--- src/rtl/detect_scan_ctrl.sv ---
// detect_scan_ctrl
//   Shares one 8-bit sequence-detector datapath among N requesters.
//   A round-robin arbiter picks a pending request and latches its word. The
//   word is loaded into the detector with a one-cycle det_set strobe. The
//   detector's det_detect output is then watched for SCAN_LEN cycles, and the
//   hit result is returned to the winner with a one-cycle done pulse. A
//   saturating count of hitting jobs is also kept.
//
// Ports
//   clk, rst        clock, synchronous active-high reset
//   req[N]          request levels, held until grant
//   req_data[N*DW]  requester i word in bits [i*DW +: DW]
//   grant[N]        one-hot pulse: request accepted, word latched
//   done[N]         one-hot pulse: job finished, hit valid
//   hit             job result, only meaningful while done != 0
//   det_set         detector load strobe
//   det_data[DW]    word driven to the detector
//   det_detect      detector match output
//   busy            controller not idle
//   hit_count[CW]   saturating count of jobs with hit=1
module detect_scan_ctrl #(
    parameter int N        = 2,
    parameter int DW       = 8,
    parameter int SCAN_LEN = 10,
    parameter int CW       = 8
) (
    input  logic            clk,
    input  logic            rst,
    input  logic [N-1:0]    req,
    input  logic [N*DW-1:0] req_data,
    output logic [N-1:0]    grant,
    output logic [N-1:0]    done,
    output logic            hit,
    output logic            det_set,
    output logic [DW-1:0]   det_data,
    input  logic            det_detect,
    output logic            busy,
    output logic [CW-1:0]   hit_count
);

    localparam int IW = (N > 1) ? $clog2(N) : 1;
    localparam int SW = (SCAN_LEN > 1) ? $clog2(SCAN_LEN) : 1;

    typedef enum logic [1:0] {S_IDLE, S_LOAD, S_SCAN, S_REPORT} state_t;

    state_t        state, state_n;
    logic [IW-1:0] rr_ptr, rr_n;
    logic [IW-1:0] cur, cur_n;
    logic [SW-1:0] scan_cnt, cnt_n;
    logic          hit_flag, flag_n;
    logic [DW-1:0] data_n;
    logic [N-1:0]  grant_n, done_n;
    logic          hit_n, set_n;
    logic [CW-1:0] hc_n;

    logic          win_vld;
    logic [IW-1:0] win_idx;

    // Round-robin pick: walk from rr_ptr downward in priority order. The
    // loop runs from the lowest priority to the highest, so the last match
    // written is the highest-priority requester.
    always_comb begin
        win_vld = 1'b0;
        win_idx = '0;
        for (int k = N - 1; k >= 0; k--) begin
            int idx;
            idx = int'(rr_ptr) + k;
            if (idx >= N) idx = idx - N;
            if (req[idx]) begin
                win_vld = 1'b1;
                win_idx = IW'(idx);
            end
        end
    end

    // Next-state and next-output logic. Every output is registered from
    // these values, so nothing combinational reaches a port.
    always_comb begin
        state_n = state;
        rr_n    = rr_ptr;
        cur_n   = cur;
        cnt_n   = scan_cnt;
        flag_n  = hit_flag;
        data_n  = det_data;
        grant_n = '0;
        done_n  = '0;
        hit_n   = 1'b0;
        set_n   = 1'b0;
        hc_n    = hit_count;
        case (state)
            S_IDLE: begin
                if (win_vld) begin
                    state_n          = S_LOAD;
                    cur_n            = win_idx;
                    data_n           = req_data[int'(win_idx)*DW +: DW];
                    grant_n[win_idx] = 1'b1;
                    set_n            = 1'b1;
                end
            end
            S_LOAD: begin
                state_n = S_SCAN;
                cnt_n   = '0;
                flag_n  = 1'b0;
            end
            S_SCAN: begin
                flag_n = hit_flag | det_detect;
                if (scan_cnt == SW'(SCAN_LEN - 1)) begin
                    // done/hit register on this edge so they are visible
                    // during the REPORT cycle, including the final sample.
                    state_n     = S_REPORT;
                    done_n[cur] = 1'b1;
                    hit_n       = flag_n;
                    if (flag_n && (hit_count != {CW{1'b1}}))
                        hc_n = hit_count + 1'b1;
                    if (int'(cur) == N - 1) rr_n = '0;
                    else                    rr_n = cur + 1'b1;
                end else begin
                    cnt_n = scan_cnt + 1'b1;
                end
            end
            S_REPORT: begin
                state_n = S_IDLE;
            end
            default: state_n = S_IDLE;
        endcase
    end

    always_ff @(posedge clk) begin
        if (rst) begin
            state     <= S_IDLE;
            rr_ptr    <= '0;
            cur       <= '0;
            scan_cnt  <= '0;
            hit_flag  <= 1'b0;
            grant     <= '0;
            done      <= '0;
            hit       <= 1'b0;
            det_set   <= 1'b0;
            det_data  <= '0;
            busy      <= 1'b0;
            hit_count <= '0;
        end else begin
            state     <= state_n;
            rr_ptr    <= rr_n;
            cur       <= cur_n;
            scan_cnt  <= cnt_n;
            hit_flag  <= flag_n;
            grant     <= grant_n;
            done      <= done_n;
            hit       <= hit_n;
            det_set   <= set_n;
            det_data  <= data_n;
            busy      <= (state_n != S_IDLE);
            hit_count <= hc_n;
        end
    end

endmodule

--- config.mk ---
export PLATFORM = sky130hd
export DESIGN_NAME = detect_scan_ctrl
export DESIGN_NICKNAME = d
export VERILOG_FILES = /design/src/rtl/detect_scan_ctrl.sv
export SDC_FILE = /design/constraint.sdc
export NUM_CORES = 1
export LEC_CHECK = 0
export ABC_AREA = 1
export BUFFER_PORTS_ARGS = -buffer_cell sky130_fd_sc_hd__buf_2
export CAP_MARGIN = 40
export CORE_UTILIZATION = 53
export DETAILED_ROUTE_END_ITERATION = 8
export PLACE_DENSITY = 0.9
export SYNTH_ARGS = -nofsm -noshare
export SYNTH_HDL_FRONTEND = slang
export SYNTH_SLANG_ARGS = --single-unit
--- constraint.sdc ---
create_clock -name clk -period 3.1 [get_ports clk]
set_clock_uncertainty 0.1 [all_clocks]
set_input_delay 0.155 -clock clk [delete_from_list [all_inputs] [get_ports clk]]
set_output_delay 0.155 -clock clk [all_outputs]
set_load 0.005 [all_outputs]
Word-level counts from Yosys, hierarchy flattened
Index checks and enable logic that the tools add are counted.
Word-level totals
  flip-flop bits (word level): 32
  output and inout port bits: 23
Cells by class
  $add $sub $neg: 6
  $lt $le $gt $ge: 8
  equal/unequal tests: 6
  shift-type cells: 1
  multiplexer cells: 24
  bitwise operators: 5
  reduce and logical (&&, ||, !) cells: 13
Operator list (number)
  32-bit by 3-bit less-than comparator with 1-bit output (second input constant): 2
  32-bit 2-to-1 mux: 2
  16-bit by 5-bit indexed part select with 8-bit output: 1
  1-bit 2-to-1 mux: 14
  8-bit by 1-bit adder with 8-bit output (second input constant): 1
  8-bit inequality test (second input constant): 1
  2-bit case mux with 4 select lines: 1
  4-bit case mux with 2 select lines: 1
  2-bit AND reduction: 3
  3-bit OR reduction: 2
  4-bit by 1-bit adder with 4-bit output (second input constant): 1
  2-bit equality test (second input constant): 2
  4-bit equality test (second input constant): 1
  1-bit by 2-bit less-than comparator with 1-bit output (second input constant): 2
  2-bit 2-to-1 mux: 2
  4-bit 2-to-1 mux: 1
  1-bit NOT: 4
  2-bit nonzero test: 2
  1-bit logical AND: 3
  3-bit AND reduction: 1
  1-bit by 2-bit subtractor with 3-bit output (second input constant): 1
  2-bit by 2-bit subtractor with 3-bit output (second input constant): 1
  1-bit by 1-bit adder with 2-bit output (second input constant): 1
  1-bit demux with 1-bit select: 2
  10 further kinds: 11

Logic depth before layout (Yosys ltp)
  depth in word-level cells: 12
  depth in mapped cells: 8

Worst setup path before layout
No wires, ideal clock.
  kind: flip-flop to flip-flop
  start: register state[0]
  end: register hit_count[0]
  setup time: 0.113 ns
  arrival: 1.256 ns
  setup slack: 1.631 ns
  stages on the path, launching flop included: 8
  path buffers: 0
  period minus slack after synthesis: 1.469 ns
  cells stage by stage: dfxtp_1 inv_1 ha_1 nand4_2 nor2_4 nand2_4 o21ai_2 nor2_1
On the way
  word-level cells in the longest chain between the ends: 2
Ends and longest elaborated chain
  start, declared: line 46  | state_t state, state_n;
  start signal, assigned: line 143  | state <= state_n;
  2-bit equality test: line 90  | case (state)
  3-bit AND reduction (no source line)
  end signal, assigned: line 154  | hit_count <= hc_n;
  end, declared: line 38  | output logic [CW-1:0] hit_count
Every way passes these cells.
A chain may end at the register's enable or synchronous reset.

Worst setup path after layout
  start: register state[0]
  end: register cur
On the way
  word-level cells in the longest chain between the ends: 2
Ends and longest elaborated chain
  2-bit logical NOT: line 90
  2-bit AND reduction (no source line)
  end signal, assigned: line 145  | cur <= cur_n;
  end, declared: line 48  | logic [IW-1:0] cur, cur_n;
Every way passes these cells.

==> flow_metrics.tcl <==
set metrics [dict create \
    post_cts_resized 0 \
    period_share 0.564 \
    setup_violations 0 \
    worstPathCellList "inv_1 -> ha_1 -> inv_1 -> nor2_2 -> nand2_1 -> o22ai_1" \
    wl_um 3130 \
    drive_gt1_frac 0.238 \
    synth-seq-cells 32 \
    nets 292 \
    drt_iter0_markers 68 \
    clock-sinks 32 \
    row_count 19 \
    cp-start-kind "flop" \
    grt_max_degree 19 \
    synth_top_area_frac 0.405 \
    ctsHtreeMaxLevel 2 \
    insertion_delay_ns 0.33 \
    fillers 253 \
    drv_slew 0 \
    start_util 0.569 \
    antenna_found_initial 0 \
    syn_nets 247 \
    via_per_inst 4.99 \
    io_buffer_count 43 \
    path_common_cell "inv_1" \
    r2r_end "cur" \
    syn2layout_area_growth_pct 19.3 \
    dr.pass1.iters 4 \
    hpwl_um 2370 \
    drc 0 \
    core_um2 2780 \
    yosys.area.top_type "dfxtp_1" \
    cp_max_fo 18 \
    fin_tns_setup_ns 0 \
    period_minus_slack_ns 1.75 \
    cts_buffer_depth 2 \
    cp-end-kind "flop" \
    die_y_um 56.6 \
    slowest_stage "nor2_2" \
    grt_setup_unrepaired "no" \
    hold_slack_ns 0.0469 \
    arrival_ns 1.91 \
    relSlewSlack 0.566 \
    grt_pass1_vias 1328 \
    ys_seq_area_frac 0.405 \
    cts_buffers 5 \
    diodes 0 \
    root_buffer "clkbuf_4" \
    die_width_um 56.6 \
    grtUsageMet2 0.365 \
    post-cts-setup-buffers 0 \
    worstHoldPathCells 5 \
    syn_inst 219 \
    floorplan.die_area_um2 3210 \
    vias 1478 \
    reg2reg_slack_ns 1.35 \
    hold_viol 0 \
    fin_util 0.678 \
    grt_use_met3 0.0691 \
    yosys.cell_types.count 28 \
    grt_pass1_wl_um 5460 \
    hold_buffers 0 \
    top_usage_layer "met2" \
    wl_per_cell_um 10.6 \
    overflow 0 \
    path_class "flop to flop" \
    drtAntennaViolNets 0 \
    ir_drop_mv 0.521 \
    synth_edf_count 0 \
    r2r-start "state[0]" \
    pin_count 44 \
    ys_warn_count 0 \
    status "finished clean" \
    critPathMaxStageDelay_ns 0.52 \
    synth.area.top_cells "dfxtp_1, nand2_1, inv_1, nand3_1, ha_1" \
    path_clk_slew_ns 0.10 \
    cts_tree "yes" \
    synth_commonest_cells "nand2_1, dfxtp_1, inv_1, nor2_1, nand3_1" \
    required_ns 3.26 \
    leakagePower_nw 0.980 \
    post-synth-top-count-cell "nand2_1" \
    globalRouteMet1Util 0.262 \
    holdCritPathClass "primary input to flop" \
    async_flop_share 0 \
    fmax_mhz 572 \
    p_per_area_nw_per_um2 536 \
    gp_congestion 0.770 \
    worst_slew_pin_slew_ns 0.650 \
    syn_area_um2 1580 \
    critPathLaunch "state[0]" \
    maxCapViolations 0 \
    endpoint "cur" \
    grt_usage 0.218 \
    rr_worst_depth 6 \
    ys.flop_type "dfxtp_1" \
    fin_area_um2 1890 \
    avgSynthCellArea_um2 7.22 \
    place_area_um2 1810 \
]
==> metrics by stage <==
stage | cells | setup slack [ns] | total power, mW
6_report | 296 | 1.35 | 1.01
3_5_place_dp | 288 | 1.41 | 0.713
4_1_cts | 296 | 1.37 | 1.02
2_1_floorplan | 219 | 1.63 | 0.644
5_1_grt | 296 | 1.23 | 1.07
3_3_place_gp | 288 | 1.45 | 0.707
==> final cells by class <==
class | count | area (um2) | share of cell area
inverters | 34 | 128 | 0.0676
well taps | 31 | 38.8 | 0.0206
clock inverters | 2 | 35.0 | 0.0186
clock buffers | 6 | 41.3 | 0.0219
flip-flops and latches | 32 | 641 | 0.340
multi-input cells | 148 | 788 | 0.418
repair buffers | 43 | 215 | 0.114
==> worst min-delay path by stage <==
stage | start | slack [ns] | endpoint
global route | rst | 0.04 | scan_cnt[3]
floorplan | rst | 0.13 | hit_flag
detailed placement | hit_flag | 0.36 | hit_flag
CTS | rst | 0.04 | scan_cnt[3]
finish | req_data[8] | 0.05 | det_data[0]
global placement | hit_flag | 0.35 | hit_flag
==> logic make-up (layout without fill, tap and decap cells) <==
logic type	count (synthesis)	count (layout)	synth area share
compound gates	27	27	0.105
flops	32	32	0.405
xor+xnor	2	2	0.0111
simple gates	112	112	0.327
fa+ha+maj	7	7	0.0554
buf+inv	39	85	0.0965
==> power breakdown <==
group	switching, mW	total (mW)	internal (mW)
registers	0.0252	0.485	0.460
logic	0.130	0.219	0.0893
clock network	0.139	0.307	0.169
total	0.293	1.01	0.718
==> cells in the final DEF (no fill, tap or decap) <==
cell / instances
o21ai_0: 5
nand3b_1: 2
clkbuf_4: 5
a211oi_1: 1
a21oi_1: 10
nor2_2: 2
clkinv_1: 2
o21ai_2: 2
bufinv_16: 1
inv_2: 1
nand4_1: 2
nand3_4: 1
nand3_1: 19
ha_1: 7
nand4_2: 1
o211ai_1: 8
nand2_4: 1
nand2_1: 57
nor2_4: 2
o22ai_1: 1
dfxtp_1: 32
nor2_1: 21
nand2_2: 2
or2_1: 1
buf_2: 43
xor2_1: 2
inv_1: 31
clkbuf_1: 1
or2_2: 1
clkinv_2: 1
==> sequential cells by signal (all words and copies together) (netlist names), 2 cells and up <==
register / count
det_data: 8
done: 2
grant: 2
hit_count: 8
scan_cnt: 4
state: 2
==> worst max-delay path, delay by kind of cell, from the launching register on <==
family	cells	cell delay (ns)
fa+ha+maj	1	0.16
simple gates	2	0.76
compound gates	1	0.17
flops	1	0.33
buf+inv	2	0.16
==> layer usage <==
| layer | up-vias | wire [um] | share of wire |
|---|---|---|---|
| li1 | 783 | - | - |
| met1 | 653 | 1400 | 0.45 |
| met2 | 35 | 1530 | 0.49 |
| met3 | 7 | 133 | 0.043 |
| met4 | 0 | 68 | 0.022 |
| met5 | - | 0 | 0 |
Power figures use the tool's default switching activity.
